--- src/rtl/alu_seq_if.sv ---
// alu_seq request/response bundle.
// master drives the request, slave returns result and status.
interface alu_seq_if #(
  parameter int WIDTH = 32
);
  logic             start;
  logic [2:0]       op;
  logic [WIDTH-1:0] a;
  logic [WIDTH-1:0] b;
  logic [WIDTH-1:0] result;
  logic             valid;
  logic             busy;
  logic             zero;
  logic             ovf;
  logic             dbz;

  modport master (
    output start, op, a, b,
    input  result, valid, busy, zero, ovf, dbz
  );

  modport slave (
    input  start, op, a, b,
    output result, valid, busy, zero, ovf, dbz
  );
endinterface

--- src/rtl/alu_seq.sv ---
// Handshaked ALU: single-cycle logic/arith ops plus an
// iterative restoring unsigned modulo under busy/valid.
module alu_seq #(
  parameter int WIDTH = 32
) (
  input logic       clk,
  input logic       reset,
  alu_seq_if.slave  bus
);
  localparam int CW = $clog2(WIDTH + 1);

  typedef enum logic {IDLE, DIV} state_t;

  state_t           r_state;
  logic [WIDTH-1:0] r_result;
  logic [WIDTH-1:0] r_dvd;
  logic [WIDTH-1:0] r_dvs;
  logic [WIDTH:0]   r_rem;
  logic [CW-1:0]    r_cnt;
  logic             r_valid;
  logic             r_busy;
  logic             r_zero;
  logic             r_ovf;
  logic             r_dbz;

  logic [WIDTH-1:0] w_sum;
  logic [WIDTH-1:0] w_diff;
  logic [WIDTH-1:0] w_alu;
  logic             w_ovf;
  logic             w_slt;
  logic [WIDTH+1:0] w_shift;
  logic             w_ge;
  logic [WIDTH:0]   w_rem;

  always_comb begin
    w_sum  = bus.a + bus.b;
    w_diff = bus.a - bus.b;
    w_slt  = $signed(bus.a) < $signed(bus.b);
    w_alu  = '0;
    w_ovf  = 1'b0;
    unique case (bus.op)
      3'b000: w_alu = bus.a & bus.b;
      3'b001: w_alu = bus.a | bus.b;
      3'b010: w_alu = bus.a ^ bus.b;
      3'b011: w_alu = ~(bus.a | bus.b);
      3'b100: w_alu = {{(WIDTH-1){1'b0}}, w_slt};
      3'b101: begin
        w_alu = w_sum;
        w_ovf = (bus.a[WIDTH-1] == bus.b[WIDTH-1]) &&
                (w_sum[WIDTH-1] != bus.a[WIDTH-1]);
      end
      3'b110: begin
        w_alu = w_diff;
        w_ovf = (bus.a[WIDTH-1] != bus.b[WIDTH-1]) &&
                (w_diff[WIDTH-1] != bus.a[WIDTH-1]);
      end
      3'b111: w_alu = bus.a;
    endcase
  end

  // one restoring step: shift in dividend MSB, subtract if it fits
  always_comb begin
    w_shift = {r_rem, r_dvd[WIDTH-1]};
    w_ge    = w_shift >= {2'b00, r_dvs};
    w_rem   = (WIDTH+1)'(w_ge ? w_shift - {2'b00, r_dvs}
                                : w_shift);
  end

  always_ff @(posedge clk) begin
    if (!reset) begin
      r_state  <= IDLE;
      r_result <= '0;
      r_dvd    <= '0;
      r_dvs    <= '0;
      r_rem    <= '0;
      r_cnt    <= '0;
      r_valid  <= 1'b0;
      r_busy   <= 1'b0;
      r_zero   <= 1'b0;
      r_ovf    <= 1'b0;
      r_dbz    <= 1'b0;
    end else begin
      r_valid <= 1'b0;
      unique case (r_state)
        IDLE: begin
          if (bus.start) begin
            if (bus.op != 3'b111) begin
              r_result <= w_alu;
              r_zero   <= (w_alu == '0);
              r_ovf    <= w_ovf;
              r_dbz    <= 1'b0;
              r_valid  <= 1'b1;
            end else if (bus.b == '0) begin
              r_result <= bus.a;
              r_zero   <= (bus.a == '0);
              r_ovf    <= 1'b0;
              r_dbz    <= 1'b1;
              r_valid  <= 1'b1;
            end else begin
              r_dvd   <= bus.a;
              r_dvs   <= bus.b;
              r_rem   <= '0;
              r_cnt   <= CW'(WIDTH);
              r_busy  <= 1'b1;
              r_state <= DIV;
            end
          end
        end
        DIV: begin
          r_rem <= w_rem;
          r_dvd <= {r_dvd[WIDTH-2:0], 1'b0};
          r_cnt <= r_cnt - CW'(1);
          if (r_cnt == CW'(1)) begin
            r_result <= w_rem[WIDTH-1:0];
            r_zero   <= (w_rem[WIDTH-1:0] == '0);
            r_ovf    <= 1'b0;
            r_dbz    <= 1'b0;
            r_valid  <= 1'b1;
            r_busy   <= 1'b0;
            r_state  <= IDLE;
          end
        end
      endcase
    end
  end

  assign bus.result = r_result;
  assign bus.valid  = r_valid;
  assign bus.busy   = r_busy;
  assign bus.zero   = r_zero;
  assign bus.ovf    = r_ovf;
  assign bus.dbz    = r_dbz;
endmodule

--- src/flat_wrapper.sv ---
// flat-port wrapper written by rule: the top's interface ports become plain ports
module alu_seq_flat 
#(
  parameter int WIDTH = 32
)
  (clk, reset, bus_start, bus_op, bus_a, bus_b, bus_result, bus_valid, bus_busy, bus_zero, bus_ovf, bus_dbz);
  alu_seq_if #(.WIDTH(WIDTH)) bus_i ();
  input logic clk;
  input logic reset;
  input wire logic [$bits(bus_i.start)-1:0] bus_start;
  input wire logic [$bits(bus_i.op)-1:0] bus_op;
  input wire logic [$bits(bus_i.a)-1:0] bus_a;
  input wire logic [$bits(bus_i.b)-1:0] bus_b;
  output wire logic [$bits(bus_i.result)-1:0] bus_result;
  output wire logic [$bits(bus_i.valid)-1:0] bus_valid;
  output wire logic [$bits(bus_i.busy)-1:0] bus_busy;
  output wire logic [$bits(bus_i.zero)-1:0] bus_zero;
  output wire logic [$bits(bus_i.ovf)-1:0] bus_ovf;
  output wire logic [$bits(bus_i.dbz)-1:0] bus_dbz;
  assign bus_i.start = bus_start;
  assign bus_i.op = bus_op;
  assign bus_i.a = bus_a;
  assign bus_i.b = bus_b;
  assign bus_result = bus_i.result;
  assign bus_valid = bus_i.valid;
  assign bus_busy = bus_i.busy;
  assign bus_zero = bus_i.zero;
  assign bus_ovf = bus_i.ovf;
  assign bus_dbz = bus_i.dbz;
  alu_seq #(.WIDTH(WIDTH)) u_core (.clk(clk), .reset(reset), .bus(bus_i));
endmodule
--- config.mk ---
export PLATFORM = sky130hd
export DESIGN_NAME = alu_seq_flat
export DESIGN_NICKNAME = d
export VERILOG_FILES = /design/src/rtl/alu_seq_if.sv /design/src/rtl/alu_seq.sv /design/src/flat_wrapper.sv
export SDC_FILE = /design/constraint.sdc
export NUM_CORES = 1
export LEC_CHECK = 0
export BUFFER_PORTS_ARGS = -buffer_cell sky130_fd_sc_hd__buf_4
export CAP_MARGIN = 20
export CORE_ASPECT_RATIO = 1.25
export CORE_MARGIN = 2
export CORE_UTILIZATION = 56
export CTS_BUF_LIST = sky130_fd_sc_hd__clkbuf_4 sky130_fd_sc_hd__clkbuf_8
export CTS_CLUSTER_DIAMETER = 80
export DETAILED_ROUTE_END_ITERATION = 6
export MAX_ROUTING_LAYER = met4
export PLACE_DENSITY = 0.75
export SYNTH_ARGS = -nofsm -noshare
export SYNTH_HDL_FRONTEND = slang
export SYNTH_SLANG_ARGS = --single-unit
--- constraint.sdc ---
create_clock -name clk -period 7.6 [get_ports clk]
set_input_delay 1.14 -clock clk [delete_from_list [all_inputs] [get_ports clk]]
set_output_delay 1.14 -clock clk [all_outputs]
set_load 0.05 [all_outputs]
# [After elaboration in Yosys (flattened, before gate mapping)]
# Index checks and enable logic that the tools add are counted.
# Widths: inputs -> output; s select.
[word_totals] regBits=141 word_cells=101
[op_classes] n_mux=48 n_eq_ne=18 n_addsub=4 n_bitwise=7 magnitude_cmp=2 n_reduce_logical=11
[ops] cell="$pmux 32 s8" count=1
[ops] cell="$mux 32" count=7
[ops] cell="$mux 33" count=4
[ops] cell="$logic_not 32->1" count=4
[ops] cell="$pmux 32 s2" count=2
[ops] cell="$pmux 33 s2" count=1
[ops] cell="$ge 34x32->1" count=1
[ops] cell="$sub 33x32->33" count=1
[ops] cell="$add 32x32->32" count=1
[ops] cell="$and 32x32->32" count=1
[ops] cell="$lt 32x32->1" count=1
[ops] cell="$not 32->32" count=1
[ops] cell="$or 32x32->32" count=1
[ops] cell="$sub 32x32->32" count=1
[ops] cell="$xor 32x32->32" count=1
[ops] cell="$mux 1" count=22
[ops] cell="$mux 6" count=3
[ops] cell="$pmux 1 s2" count=7
[ops] cell="$eq 3x3->1 const B" count=4
[ops] cell="$pmux 6 s2" count=1
[ops] cell="$ne 2x2->1 const B" count=4
[ops] cell="$reduce_and 4->1" count=2
[ops] cell="$eq 3x2->1 const B" count=2
[ops] cell="$eq 6x1->1 const B" count=1
[ops] cell="other kinds (10)" count=16

# [Logic depth before layout (Yosys ltp)]
[logic_depth] ltp_word=7 depth_mapped=18 depth_no_buf=16

# [Worst setup path before layout]
# OpenSTA, ideal clock, no wires.
[synth_timing] path_type="input -> register" start="in bus_a[0]" end="reg u_core.r_zero (netlist: u_core.bus.zero)" path_stages=15 arrival_ps=4340 setup_time_ps=59 setup_slack_ps=3201 cell_sequence="inv_1 > ha_1 > fa_1 > o21ba_2 > or4_1 > a21oi_1 > o211ai_1 > o21ai_0 > a2111oi_0 > a211oi_1 > o311ai_0 > nor4_1 > nand4b_1 > nor4_1 > o221a_2"
[synth_via] elab_chain_cells=7
[synth_rtl] element="start, declared" line="flat_wrapper.sv:12" source="input wire logic [$bits(bus_i.a)-1:0] bus_a;"
[synth_rtl] element="branches (longest 4 deep; another with $sub 32x32->32)"
[synth_rtl] element="$mux 1 *" line="alu_seq.sv:87" source="if (bus.op != 3'b111) begin"
[synth_rtl] element="$mux 1 *" line="alu_seq.sv:86" source="if (bus.start) begin"
[synth_rtl] element="$pmux 1 s2 *" line="alu_seq.sv:84" source="unique case (r_state)"
[synth_rtl] element="end signal, assigned" line="alu_seq.sv:89" source="r_zero <= (w_alu == '0);"
[synth_rtl] element="end signal, assigned" line="alu_seq.sv:95" source="r_zero <= (bus.a == '0);"
[synth_rtl] element="end signal, assigned" line="alu_seq.sv:115" source="r_zero <= (w_rem[WIDTH-1:0] == '0);"
[synth_rtl] element="end, declared" line="alu_seq.sv:22" source="logic r_zero;"
# Mark *: on every way between the ends. The select of a mux whose other input is x is not followed.
# A chain may end at the register's enable or synchronous reset.

# [Worst setup path after layout]
[layout_timing] start="in bus_b[5]" end="reg u_core.r_zero (netlist: u_core.bus.zero)"
[layout_via] elab_chain_cells=7
[layout_rtl] element="start, declared" line="flat_wrapper.sv:13" source="input wire logic [$bits(bus_i.b)-1:0] bus_b;"
[layout_rtl] element="branches (longest 7 deep; another with $sub 32x32->32)"
# Several ways; the timed one is not identified. The select of a mux whose other input is x is not followed.

==> results.ini <==
[status]
outcome = finished clean

[power]
leakagePower_nw = 6.97
p_per_area_mw_per_mm2 = 199
ir_drop_uv = 174

[sta]
layout_min_cycle_time_ns = 5.10
setup_tns_ns = 0
slew_violations = 0
skew_ns = 0.0173
slew_headroom_pct = 20.2
rsz0062_at_grt = no
hold_viol = 0
finalCritPeriodShare_pct = 67.1
finalSetupViolations = 0
max_freq_ghz = 0.196
tightest_slew_ns = 1.19

[critical_path]
path_depth = 15
r2r_slack_ns = 3.21
required_ns = 8.04
critPathArrivalTime_ns = 5.54
startpoint = bus_b[5]
path_buf_inv = 3
critPathLaunchType = input port
path_max_fanout = 13
critPathSlowestCell = a221oi_1
path_class = in -> reg
critPathMostFrequentCell = nor4_1
r2r-end = u_core.bus.zero
r2r-start = u_core.r_dvd[31]
rr_worst_depth = 14
end_kind = register
cpPeakStageDelay_ns = 0.60
endpoint = u_core.bus.zero
critPathTopFamily = simple AND/OR/NAND/NOR gates
crit_chain = buf_4, inv_1, ha_1, inv_1, a221oi_1, and2_1, a2111oi_0, nor3_1, nand4_1, nor4_1, nand4_1, nor4_1, nand4b_1, nor4_1, o221a_2

[floorplan]
initial_core_util_pct = 56.6
die_y_um = 185
num_rows = 66
die_w_um = 149
pin_count = 107
core-area_mm2 = 0.0258
dieArea_mm2 = 0.0275

[synthesis]
ys_top_cells_by_area = dfxtp_1, ha_1, nand2_1
yosys_warnings = 0
syn_area_per_cell_um2 = 7.09
synth-seq-cells = 141
syn_inst = 2064
synthDistinctLibCells = 75
synth_nets = 2279
yosysSeqAreaShare_pct = 19.3
synth_largest_area_cell = dfxtp_1
synth_ff_type = dfxtp_1
synth_area_mm2 = 0.0146
synth-edff-count = 0
synth.top_cell.area_share_pct = 19.3
synthArstFlopShare_pct = 0

[placement]
gp_congestion = 1.10
portBuffers = 106
place.detailed.hpwl_um = 41800

[cells_and_area]
area_delta_synth_final_pct = 9.03
nets = 2294
final_util_pct = 61.7
drive_above_1_share_pct = 9.70

[global_route]
grt_max_degree = 97
grtUsageTotal_pct = 41.6
overflow = 0
antenna_found_initial = 1
grt_pass1_wl_um = 86500
grt_pass1_vias = 15241

[clock_network]
htreeDepth = 4
post-cts-setup-buffers = 0
ctsLongestPathBuffers = 2
cts_hold_buf = 0
cts_tree = built
cts_buffers = 17
cts.clk_slew.worst_paths_ns = 0.10
clk_latency_ns = 0.49
cts_resized = 0
cts.sinks = 141
cts_root_buf = clkbuf_8

[detailed_routing]
postRouteAntennaNets = 0
drt-total-wl_um = 56600
vias_per_cell = 6.73
drtIter0Drc = 1871
drc = 0
routedWlPerCell_um = 23.3
dr.pass1.iters = 5
via_count = 16371

[run]
maxCapViolCount = 0

[hold_path]
hold_class = reg -> reg

## layer usage
| metal | track usage (%) | routed length [um] | vias up | part of all wire, % |
|---|---|---|---|---|
| met4 | 20.1 | 2970 | 0 | 5.2 |
| met3 | 5.22 | 5210 | 193 | 9.2 |
| met2 | 66.7 | 26200 | 935 | 46 |
| met1 | 51.9 | 22200 | 7738 | 39 |
| li1 | - | - | 7505 | - |
| met5 | - | 0 | - | 0 |
## cell type report
cell class                      instances  area, um^2
Clock inverter                         12         160
Fill cell                            2455        9890
Antenna cell                            1        2.50
Tap cell                              340         425
Multi-Input combinational cell       1646       10800
Inverter                              145         544
Sequential cell                       141        2820
Timing Repair Buffer                  128         961
Clock buffer                           20         263
## registers in the layout, indices dropped and copies added, names as in the netlist, 6 cells and up
signal	flops
u_core.r_rem	33
u_core.r_dvs	32
u_core.bus.result	32
u_core.r_cnt	6
u_core.r_dvd	32
## report_power, final
part,switching [W],internal (W)
combinational,0.00110,0.000576
clock,0.000338,0.000344
sequential,0.0000339,0.000781
total,0.00147,0.00170
## cells in the final DEF, fill, tap and decap left out, types with 32 or more instances in the layout
cell / instances
a21oi_1: 170
nor2_1: 156
o21ai_0: 109
o211ai_1: 55
a21o_1: 32
o211a_1: 35
nor2b_1: 36
nand3_1: 44
mux2i_1: 32
ha_1: 142
a21boi_0: 64
nor3_1: 37
a211oi_1: 41
nand2_1: 274
nor4_1: 36
dfxtp_1: 140
buf_4: 128
inv_1: 141
## metrics by stage
stage                     area (um^2)  total power [W]  cells  setup slack [ns]  hold slack [ns]
final                           16000          0.00317   2433              2.50            0.467
after global routing            16000          0.00332   2433              2.14            0.493
after CTS                       16000          0.00312   2432              2.63            0.470
after detailed placement        15500          0.00245   2400              2.14            0.459
after global placement          15500          0.00244   2400              2.23            0.452
after floorplan                 14600          0.00197   2064              3.20            0.443
## tightest hold or removal path, stage by stage, from the launching register on
cell and delay, ns:
dfxtp_1 0.31, nand2_1 0.05, a21boi_0 0.06
## cell usage after synthesis, drive strengths merged (32+ instances only)
cell type	instances
nand2	275
a21oi	171
nor2	158
ha	142
dfxtp	141
inv	141
clkbuf	118
o21ai	109
a21boi	64
o211ai	55
nand3	44
a211oi	41
nor3	37
nor2b	36
nor4	36
o211a	35
a21o	32
mux2i	32
## how the worst min path moves through the flow
stage,from,to,slack (ns),cells past startpoint
finish,u_core.r_dvs[1],u_core.r_dvs[1],0.47,2
global route,u_core.r_dvs[27],u_core.r_dvs[27],0.49,2
global placement,u_core.bus.result[7],u_core.bus.result[7],0.45,2
CTS,u_core.r_dvs[26],u_core.r_dvs[26],0.47,2
floorplan,u_core.r_dvs[7],u_core.r_dvs[7],0.44,2
detailed placement,u_core.r_dvs[26],u_core.r_dvs[26],0.46,2
## logic make-up (layout without fill, tap and decap cells)
family,count (synthesis),in the layout,share of synthesized area [%]
muxes,37,37,2.57
adders and majority gates,145,145,12.5
xor gates and xnor gates,35,35,2.09
and+or+nand+nor,711,711,22.7
AOI/OAI and AO/OA,718,718,33.7
other,0,1,0
DFF,141,141,19.3
buffers and inverters,277,305,7.15
No activity file was read; power rests on OpenSTA's default activity.
